==> src/rtl/mem_arbiter_pkg.sv <==
// Shared mux/type definitions for the memory arbiter: FSM states, access owner
// and access kind.
package mem_arbiter_pkg;

    typedef enum logic [1:0] {IDLE, BUSY, DONE} arbState_t;
    typedef enum logic [1:0] {NONE, I, D} arbOwner_t;
    typedef enum logic [1:0] {OP_NONE, OP_READ, OP_WRITE} arbOp_t;

    // A write strobe overrides a simultaneous read strobe.
    function automatic arbOp_t data_op(input logic ren, input logic wen);
        if (wen)
            return OP_WRITE;
        else if (ren)
            return OP_READ;
        else
            return OP_NONE;
    endfunction

endpackage

==> src/rtl/mem_arbiter_if.sv <==
// Bundle of datapath-side and RAM-side request/response signals around the
// arbiter.
interface mem_arbiter_if #(
    parameter int AW = 32,
    parameter int DW = 32
);
    logic          halt;
    logic          iREN;
    logic [AW-1:0] iaddr;
    logic [DW-1:0] iload;
    logic          ihit;
    logic          dREN;
    logic          dWEN;
    logic [AW-1:0] daddr;
    logic [DW-1:0] dstore;
    logic [DW-1:0] dload;
    logic          dhit;
    logic          ramREN;
    logic          ramWEN;
    logic [AW-1:0] ramaddr;
    logic [DW-1:0] ramstore;
    logic [DW-1:0] ramload;
    logic          ram_ready;
    logic          err;

    modport datapath (
        output halt, iREN, iaddr, dREN, dWEN, daddr, dstore,
        input  iload, ihit, dload, dhit, err
    );

    modport ram (
        input  ramREN, ramWEN, ramaddr, ramstore,
        output ramload, ram_ready
    );
endinterface

==> src/rtl/arb_watchdog.sv <==
// Counts BUSY cycles and flags the last one allowed before the arbiter gives
// up on the RAM.
module arb_watchdog #(
    parameter int TIMEOUT = 16
) (
    input  logic CLK,
    input  logic RST,
    input  logic clr,
    input  logic en,
    output logic expired
);
    localparam int CW = $clog2(TIMEOUT);
    localparam logic [CW-1:0] LAST = CW'(TIMEOUT - 1);

    generate
        if (TIMEOUT < 2) begin : g_bad_timeout
            $error("arb_watchdog: TIMEOUT must be at least 2");
        end
    endgenerate

    logic [CW-1:0] cnt;

    // The arbiter leaves BUSY on LAST, so the counter never needs to wrap.
    always_ff @(posedge CLK) begin
        if (RST || clr)
            cnt <= '0;
        else if (en && cnt != LAST)
            cnt <= cnt + 1'b1;
    end

    assign expired = en && (cnt == LAST);

endmodule

==> src/rtl/mem_arbiter.sv <==
// Single-port RAM arbiter: data requester has fixed priority over instruction
// fetch, one access at a time, with a watchdog abort for a silent RAM.
module mem_arbiter
    import mem_arbiter_pkg::*;
#(
    parameter int AW      = 32,
    parameter int DW      = 32,
    parameter int TIMEOUT = 16
) (
    input  logic          CLK,
    input  logic          RST,
    input  logic          halt,
    input  logic          iREN,
    input  logic [AW-1:0] iaddr,
    output logic [DW-1:0] iload,
    output logic          ihit,
    input  logic          dREN,
    input  logic          dWEN,
    input  logic [AW-1:0] daddr,
    input  logic [DW-1:0] dstore,
    output logic [DW-1:0] dload,
    output logic          dhit,
    output logic          ramREN,
    output logic          ramWEN,
    output logic [AW-1:0] ramaddr,
    output logic [DW-1:0] ramstore,
    input  logic [DW-1:0] ramload,
    input  logic          ram_ready,
    output logic          err
);
    mem_arbiter_if #(.AW(AW), .DW(DW)) bus ();

    assign bus.halt      = halt;
    assign bus.iREN      = iREN;
    assign bus.iaddr     = iaddr;
    assign bus.dREN      = dREN;
    assign bus.dWEN      = dWEN;
    assign bus.daddr     = daddr;
    assign bus.dstore    = dstore;
    assign bus.ramload   = ramload;
    assign bus.ram_ready = ram_ready;

    arbState_t     state;
    arbOwner_t     owner;
    arbOp_t        op;
    logic          halted;
    logic          ram_ren_q;
    logic          ram_wen_q;
    logic [AW-1:0] ram_addr_q;
    logic [DW-1:0] ram_store_q;
    logic [DW-1:0] iload_q;
    logic [DW-1:0] dload_q;
    logic          ihit_q;
    logic          dhit_q;
    logic          err_q;
    logic          expired;
    logic          finish;
    logic          abort;

    arb_watchdog #(.TIMEOUT(TIMEOUT)) u_watchdog (
        .CLK     (CLK),
        .RST     (RST),
        .clr     (state != BUSY),
        .en      (state == BUSY),
        .expired (expired)
    );

    // A real RAM answer on the last allowed cycle still counts as success.
    assign finish = (state == BUSY) && (bus.ram_ready || expired);
    assign abort  = finish && !bus.ram_ready;

    always_ff @(posedge CLK) begin
        if (RST) begin
            state       <= IDLE;
            owner       <= NONE;
            op          <= OP_NONE;
            halted      <= 1'b0;
            ram_ren_q   <= 1'b0;
            ram_wen_q   <= 1'b0;
            ram_addr_q  <= '0;
            ram_store_q <= '0;
            iload_q     <= '0;
            dload_q     <= '0;
            ihit_q      <= 1'b0;
            dhit_q      <= 1'b0;
            err_q       <= 1'b0;
        end else begin
            ihit_q <= 1'b0;
            dhit_q <= 1'b0;
            err_q  <= 1'b0;
            // Once halted, instruction fetch stays blocked until reset.
            if (bus.halt)
                halted <= 1'b1;

            case (state)
                IDLE: begin
                    if (bus.dREN || bus.dWEN) begin
                        state       <= BUSY;
                        owner       <= D;
                        op          <= data_op(bus.dREN, bus.dWEN);
                        ram_addr_q  <= bus.daddr;
                        ram_store_q <= bus.dstore;
                        ram_wen_q   <= bus.dWEN;
                        ram_ren_q   <= !bus.dWEN;
                    end else if (bus.iREN && !bus.halt && !halted) begin
                        state       <= BUSY;
                        owner       <= I;
                        op          <= OP_READ;
                        ram_addr_q  <= bus.iaddr;
                        ram_store_q <= '0;
                        ram_wen_q   <= 1'b0;
                        ram_ren_q   <= 1'b1;
                    end
                end
                BUSY: begin
                    if (finish) begin
                        state     <= DONE;
                        ram_ren_q <= 1'b0;
                        ram_wen_q <= 1'b0;
                        ihit_q    <= (owner == I);
                        dhit_q    <= (owner == D);
                        err_q     <= abort;
                        if (owner == I)
                            iload_q <= abort ? '0 : bus.ramload;
                        if (owner == D && (op == OP_READ || abort))
                            dload_q <= abort ? '0 : bus.ramload;
                    end
                end
                DONE: begin
                    state <= IDLE;
                    owner <= NONE;
                    op    <= OP_NONE;
                end
                default: state <= IDLE;
            endcase
        end
    end

    assign bus.ramREN   = ram_ren_q;
    assign bus.ramWEN   = ram_wen_q;
    assign bus.ramaddr  = ram_addr_q;
    assign bus.ramstore = ram_store_q;
    assign bus.iload    = iload_q;
    assign bus.dload    = dload_q;
    assign bus.ihit     = ihit_q;
    assign bus.dhit     = dhit_q;
    assign bus.err      = err_q;

    assign ramREN   = bus.ramREN;
    assign ramWEN   = bus.ramWEN;
    assign ramaddr  = bus.ramaddr;
    assign ramstore = bus.ramstore;
    assign iload    = bus.iload;
    assign dload    = bus.dload;
    assign ihit     = bus.ihit;
    assign dhit     = bus.dhit;
    assign err      = bus.err;

endmodule

==> config.mk <==
export PLATFORM = sky130hd
export DESIGN_NAME = mem_arbiter
export DESIGN_NICKNAME = d
export VERILOG_FILES = /design/src/rtl/mem_arbiter_pkg.sv /design/src/rtl/mem_arbiter_if.sv /design/src/rtl/arb_watchdog.sv /design/src/rtl/mem_arbiter.sv
export SDC_FILE = /design/constraint.sdc
export NUM_CORES = 1
export LEC_CHECK = 0
export CAP_MARGIN = 40
export CORE_MARGIN = 3
export CORE_UTILIZATION = 44
export DETAILED_ROUTE_END_ITERATION = 6
export GPL_TIMING_DRIVEN = 0
export MAX_ROUTING_LAYER = met4
export PLACE_DENSITY = 0.92
export SLEW_MARGIN = 20
export SYNTH_ARGS = -nofsm -noshare
export SYNTH_HDL_FRONTEND = slang
export SYNTH_HIERARCHICAL = 1
export SYNTH_SLANG_ARGS = --single-unit
==> constraint.sdc <==
create_clock -name CLK -period 2.57 [get_ports CLK]
set_input_delay 0.3855 -clock CLK [delete_from_list [all_inputs] [get_ports CLK]]
set_output_delay 0.3855 -clock CLK [all_outputs]
set_load 0.005 [all_outputs]
==> results of run 1 <==
-- worst min-delay path by stage --
stage / start / end / slack [ns] / cells past startpoint
final: ram_ready / iload[1]$_SDFFE_PP0P_ / 0.36 / 3
after global routing: ram_ready / iload[1]$_SDFFE_PP0P_ / 0.35 / 3
after CTS: ram_ready / iload[1]$_SDFFE_PP0P_ / 0.34 / 3
after detailed placement: ramstore[12]$_SDFFE_PP0P_ / ramstore[12]$_SDFFE_PP0P_ / 0.46 / 2
after global placement: ramstore[9]$_SDFFE_PP0P_ / ramstore[9]$_SDFFE_PP0P_ / 0.45 / 2
after floorplan: op[0]$_SDFFE_PP0P_ / op[0]$_SDFFE_PP0P_ / 0.45 / 2
-- cell type report --
type                       instances  area [sq um]  share of cell area, %
multi-input combinational        509          3490                   34.2
sequential                       144          2880                   28.2
timing repair buffer             269          2690                   26.3
clock buffer                      23           498                   4.87
buffer                            79           339                   3.32
tap                              184           230                   2.25
clock inverter                     9          81.3                  0.795
inverter                           4          15.0                  0.147
-- critical path: cells and delay by family, from the launching register on --
kind            cells  cell delay (ns)
compound gates      2             0.41
buf+inv             3             0.88
flops               1             0.31
simple gates        4             0.65
-- through the flow --
step           utilization (%)  std cells  worst slack [ns]  setup TNS, ns  total power, mW
6_report                  69.3       1221             0.228              0             5.81
5_1_grt                   69.3       1221            0.0971              0             6.01
4_1_cts                   69.3       1221             0.270              0             5.83
3_5_place_dp              65.2       1187            -0.377         -12.00             3.43
3_3_place_gp              65.2       1187            -0.330          -9.42             3.41
2_1_floorplan                -        737             0.224              0             2.87
-- timing repair --
item,in CTS,in global routing
resized for setup,1,0
setup buffers,3,0
endpoints found under the hold margin,0,0
setup endpoints to repair,62,0
-- cell usage after synthesis (all sizes together) --
master   count  area (sq um)
or2          3          18.8
mux2i       34           340
o21ai       99           499
nor3         5          25.0
or3b        33           289
a2111oi      3          46.3
a221oi       1          8.76
nor2b       35           221
dfxtp      144          2880
a22oi        1          7.51
nor2         9          36.3
or4b         1          10.0
nand4bb      2          22.5
nand4b      32           280
nand2b      67           419
nand2        7          26.3
nand3        2          10.0
ha           1          12.5
buf         12          87.6
o21a         2          15.0
or3          1          6.26
nand4       33           206
clkbuf      68           255
a31oi        1          6.26
o22ai        1          6.26
a21oi       68           340
nand3b      32           240
nor4         1          6.26
nor3b        2          20.0
mux2        33           372
inv          4          15.0
-- cells by family (layout without fill, tap and decap cells) --
kind of cell    count (synthesis)  count (layout)  share of synthesized area, %
compound gates                176             176                          13.8
buf+inv                        84             384                          5.31
flops                         144             144                          42.8
fa+ha+maj                       1               1                         0.186
mux                            67              67                          10.6
simple gates                  265             265                          27.3
-- power breakdown --
part | internal, mW | total (mW) | switching, mW
clock | 1.46 | 2.41 | 0.955
combinational | 0.564 | 0.991 | 0.427
sequential | 2.35 | 2.41 | 0.0585
-- layout by cell type, fill, tap and decap left out, types with 7 or more instances in the layout --
| master | instances |
|---|---|
| a21oi_1 | 68 |
| buf_2 | 7 |
| clkbuf_1 | 68 |
| clkbuf_16 | 17 |
| clkdlybuf4s50_1 | 266 |
| dfxtp_1 | 144 |
| mux2_1 | 18 |
| mux2_2 | 15 |
| mux2i_1 | 34 |
| nand2_1 | 7 |
| nand2b_1 | 67 |
| nand3b_1 | 32 |
| nand4_1 | 33 |
| nand4b_1 | 32 |
| nor2_1 | 7 |
| nor2b_1 | 34 |
| o21ai_0 | 81 |
| o21ai_1 | 17 |
| or3b_2 | 30 |
-- registers in the layout, indices dropped and copies added, names as in the netlist --
name,count
ramWEN,1
halted,1
op,2
dload,32
err,1
ramaddr,32
ihit,1
ramREN,1
ramstore,32
iload,32
owner,2
dhit,1
u_watchdog/cnt,4
state,2
-- routing by layer --
metal  vias to the layer above  global-route usage, %  share of wire, %
met5                         -                      -                 0
met1                      3259                   32.8                41
met4                         0                   13.9               4.8
met3                        74                   4.18               5.1
li1                       3200                      -                 -
met2                       304                   42.4                49
==> metrics.txt, run 1 <==
number of standard-cell rows in the floorplan=44; final antenna-violating net count=0; count of final setup violators=0; Net Count, Synth=873; netlist area before placement=6730 sq um; Routed WL=22,300 microns; global route overflow=0; final-stage net count=1,160; largest net degree at the start of global routing=22; Detail Placement HPWL=16,200 microns; MaxCap Viol Count=0; detailed-route via count=6,837; Pwr Density=568 nW/um^2; hold-fix buffer count after cts=0; Relative slew margins=62.0%; effective utilization at floorplan=45.6%; number of violations reported at the end of detailed-routing iteration 0=493; worst-path maximum fanout=21; antenna violations before repair=0; TritonCTS clock tree=done; post-DR wirelength/cell=18.3 microns; TritonCTS sink count=144; reg-to-reg critical path endpoint=iload[12]$_SDFFE_PP0P_; type of element launching the critical path=flop; run status=finished clean; synthesis warning total=6; wire length of the first global-routing pass=34,700 microns; Std-Cell Core Area=14,800 sq um; peak ir drop on the vdd network=489 uV; worst clock skew=0.0104 ns; unrepaired setup endpoints after global routing=no; highest cell delay on the worst timing path=0.38 ns; critical path type=reg2reg; leakage power summed over all cells=3.52 nW; via count of the first global-routing pass=6,834; antenna cells=0; maximum clock rate=427 MHz; number of H-tree branching levels=4; final estimated routing congestion in global placement=0.880; Inserted Clock Buffers=17; horizontal die dimension=130 microns; Die Area=16,800 sq um; Clk Tree Root Cell=clkbuf_16; reg-to-reg slack, setup=0.23 ns; global-route usage over all layers=26.7%; critical path required time=2.90 ns; buffer depth of the longest clock path=2; Critical Path, Cell by Cell=clkbuf_1 -> nor2b_2 -> buf_6 -> nand3_1 -> nor2_1 -> nor2_2 -> clkbuf_1 -> o21ai_0 -> a21oi_1; Die H=130 microns; Critical Path Start=state[1]$_SDFFE_PP0P_; critical path's most frequent cell=clkbuf_1; Unique masters post-synth=44; clock-pin slew reported for the worst setup and hold paths after clock tree synthesis=0.06 ns; proportion of layout cells with a drive suffix above 1=9.64%; Critical Path AT=2.67 ns; worst min-delay path category=in2reg; worst hold margin=0.359 ns; FILL cells=1,128; Final Critical Period=2.34 ns; transition time of the tightest slew-check pin=0.570 ns; Residual DRC=0; capturing element type of the critical path=flop; final hold violations=0; proportion of synthesized chip area in sequential cells=42.8%; number of detailed-routing iterations run before antenna repair=5; via-per-instance ratio=5.60; area delta synth->final=51.9%; capture point of the critical path=iload[12]$_SDFFE_PP0P_; Gate Count Post-Synth=737; max-slew violation count=0; slowest cell on the critical path=clkbuf_1; final non-filler cell area=10,200 sq um; per-instance average area after synthesis=9.14 sq um; count of port buffers added during placement=266; Reg2Reg Launch Point=state[1]$_SDFFE_PP0P_; IO Pins=268; Worst-Skew Late Latency=0.42 ns; placed cell areas=9630 sq um; flops & latches, synth=144; depth of the worst register-to-register path=9; final cycle utilization of the critical path=91.1%
Power figures use the tool's default switching activity.
==> inputs of run 2 (changes only) <==
--- a/config.mk
+++ b/config.mk
@@ -10,8 +10,9 @@
 export CORE_UTILIZATION = 44
 export DETAILED_ROUTE_END_ITERATION = 6
 export GPL_TIMING_DRIVEN = 0
+export HOLD_SLACK_MARGIN = 0.1
 export MAX_ROUTING_LAYER = met4
-export PLACE_DENSITY = 0.92
+export PLACE_DENSITY = 0.89
 export SLEW_MARGIN = 20
 export SYNTH_ARGS = -nofsm -noshare
 export SYNTH_HDL_FRONTEND = slang
==> constraint.sdc (replaced) <==
create_clock -name CLK -period 2.3 [get_ports CLK]
set_input_delay 0.345 -clock CLK [delete_from_list [all_inputs] [get_ports CLK]]
set_output_delay 0.345 -clock CLK [all_outputs]
set_load 0.005 [all_outputs]
==> metrics.txt, run 2 (same netlist as run 1, synthesis figures left out) <==
most common library cell in the layout ignoring fill and taps=clkdlybuf4s50_1; count of port buffers added during placement=266 (unchanged); final hold violations=0 (unchanged); leakage power summed over all cells=3.54 nW (+0.78%); Die Area=16,800 sq um (unchanged); number of H-tree branching levels=4 (unchanged); Relative slew margins=65.0% (+3.0 points); hold-fix buffer count after cts=0 (unchanged); MaxCap Viol Count=0 (unchanged); commonest cells after routing, fill and taps aside=clkdlybuf4s50_1, dfxtp_1, o21ai_0, a21oi_1, nand2b_1; Worst-Skew Late Latency=0.42 ns (about the same); count of final setup violators=0 (unchanged); TritonCTS sink count=144 (unchanged); via count of the first global-routing pass=6,434 (-5.9%); worst min-delay path category=in2reg; Final Critical Period=2.12 ns (-0.224 ns); Layout Utilization=69.7% (+0.39 points); run status=finished clean; post-DR wirelength/cell=17.9 microns (-2.4%); Clk network pwr share=42.4% (+0.9 points); largest net degree at the start of global routing=22 (unchanged); via-per-instance ratio=5.48 (-2.1%); Residual DRC=0 (unchanged); global-route usage over all layers=25.5% (-1.2 points); part of the total power dissipated in combinational logic=16.9% (-0.2 points); horizontal die dimension=130 microns (unchanged); detailed-route via count=6,696 (-2.1%); max-slew violation count=0 (unchanged); capturing element type of the critical path=flop; critical path required time=2.64 ns (-0.26 ns); effective utilization at floorplan=45.6% (unchanged); number of detailed-routing iterations run before antenna repair=5 (unchanged); global route overflow=0 (unchanged); clock-pin slew reported for the worst setup and hold paths after clock tree synthesis=0.06 ns (about the same); Clk Tree Root Cell=clkbuf_16; number of standard-cell rows in the floorplan=44 (unchanged); Reg power frac=40.7% (-0.7 points); type of element launching the critical path=flop; proportion of total power due to net switching=23.8% (-0.96 points); wire length of the first global-routing pass=33,000 microns (-5.0%); peak ir drop on the vdd network=543 uV (+11%); IO Pins=268 (unchanged); maximum clock rate=472 MHz (+11%); worst-path maximum fanout=11 (-48%); final cycle utilization of the critical path=92.1% (+0.98 points); Die H=130 microns (unchanged); antenna violations before repair=0 (unchanged); worst clock skew=0.00848 ns (-0.00194 ns); area delta synth->final=52.7%; Critical Path AT=2.46 ns (-0.21 ns); number of violations reported at the end of detailed-routing iteration 0=554 (+12%); unrepaired setup endpoints after global routing=no; transition time of the tightest slew-check pin=0.525 ns (-0.0450 ns); placed cell areas=9630 sq um (about the same); total power of the final layout=6.61 mW (+14%); TritonCTS clock tree=done; buffer depth of the longest clock path=2 (unchanged); Switch Pwr=1.57 mW (+9.3%); Std-Cell Core Area=14,800 sq um (unchanged); final estimated routing congestion in global placement=0.857 (-2.6%); critical path type=reg2reg; proportion of layout cells with a drive suffix above 1=9.93% (+0.29 points); final antenna-violating net count=0 (unchanged); antenna cells=0 (unchanged); internal power contribution=5.03 mW (+15%); Pwr Density=642 nW/um^2 (+13%); Inserted Clock Buffers=17 (unchanged); FILL cells=1,097 (-2.7%); Detail Placement HPWL=16,100 microns (-1.1%); final-stage net count=1,160 (unchanged); final non-filler cell area=10,300 sq um (+0.56%); Routed WL=21,800 microns (-2.4%)
## run 2: cell types whose count changed in the layout (fill, tap and decap cells not counted), moves of 2 or more
| cell | delta |
|---|---|
| bufinv_16 | +2 |
| clkbuf_1 | -2 |
| clkbuf_2 | +4 |
| clkbuf_8 | -3 |
| clkinv_2 | -2 |
## run 2: timing repair
| action | 4_1_cts | 5_1_grt |
|---|---|---|
| pin swaps | 1 | 1 |
| setup endpoints to repair | 62 | 57 |
| gates cloned | 0 | 1 |
| setup buffers | 2 | 1 |
| resized for setup | 3 | 7 |
## run 2: layer usage
| metal | part of all wire (%) | vias up | wire length (microns) | GRT usage [%] |
|---|---|---|---|---|
| met2 | 48 | 236 | 10500 | 40.1 |
| met1 | 42 | 3202 | 9160 | 31.3 |
| li1 | - | 3207 | - | - |
| met5 | 0 | - | 0 | - |
| met3 | 5.7 | 51 | 1240 | 5.94 |
| met4 | 4.3 | 0 | 939 | 11.1 |
## run 2: critical path: stages (launching register included)
cell       delay [ns]
dfxtp_1          0.32
buf_4            0.16
nor2b_4          0.18
buf_8            0.15
nand3_1          0.12
nor2_2           0.18
nor2_2           0.11
a2111oi_4        0.20
buf_4            0.20
buf_6            0.18
mux2i_1          0.22
## run 2: through the flow
step	hold slack, ns	TNS [ns]	setup WS (ns)	cells
after floorplan	0.422	0	0.102	737
after global placement	0.451	-21.40	-0.351	1187
after detailed placement	0.456	-26.10	-0.421	1187
after CTS	0.290	0	0.0945	1220
after global routing	0.314	0	0.0163	1221
final	0.310	0	0.181	1221
## run 2: cell type report
cell class / count / area [sq um] / share of cell area [%]
Buffer: 78 / 344 / 3.35
Clock buffer: 23 / 468 / 4.55
Clock inverter: 9 / 131 / 1.28
Inverter: 4 / 15.0 / 0.146
Multi-Input combinational cell: 509 / 3500 / 34.1
Sequential cell: 144 / 2880 / 28.0
Tap cell: 184 / 230 / 2.24
Timing Repair Buffer: 270 / 2710 / 26.4
## run 2: power groups by stage
stage          logic [mW]  registers (mW)  clock network [mW]
3_3_place_gp         1.08            2.73                   0
4_1_cts              1.10            2.69                2.84
2_1_floorplan       0.469            2.74                   0
3_5_place_dp         1.09            2.74                   0
6_report             1.12            2.69                2.80
5_1_grt              1.20            2.70                2.94
## run 2: worst paths after layout
kind	slack, ns	startpoint	end	cells after the start
setup / recovery	0.18	state[0]$_SDFFE_PP0P_	dload[18]$_SDFFE_PP0P_	10
hold / removal	0.31	ram_ready	iload[0]$_SDFFE_PP0P_	3
setup reg to reg	0.18	state[0]$_SDFFE_PP0P_	dload[18]$_SDFFE_PP0P_	10
hold reg to reg	0.46	ramstore[12]$_SDFFE_PP0P_	ramstore[12]$_SDFFE_PP0P_	2
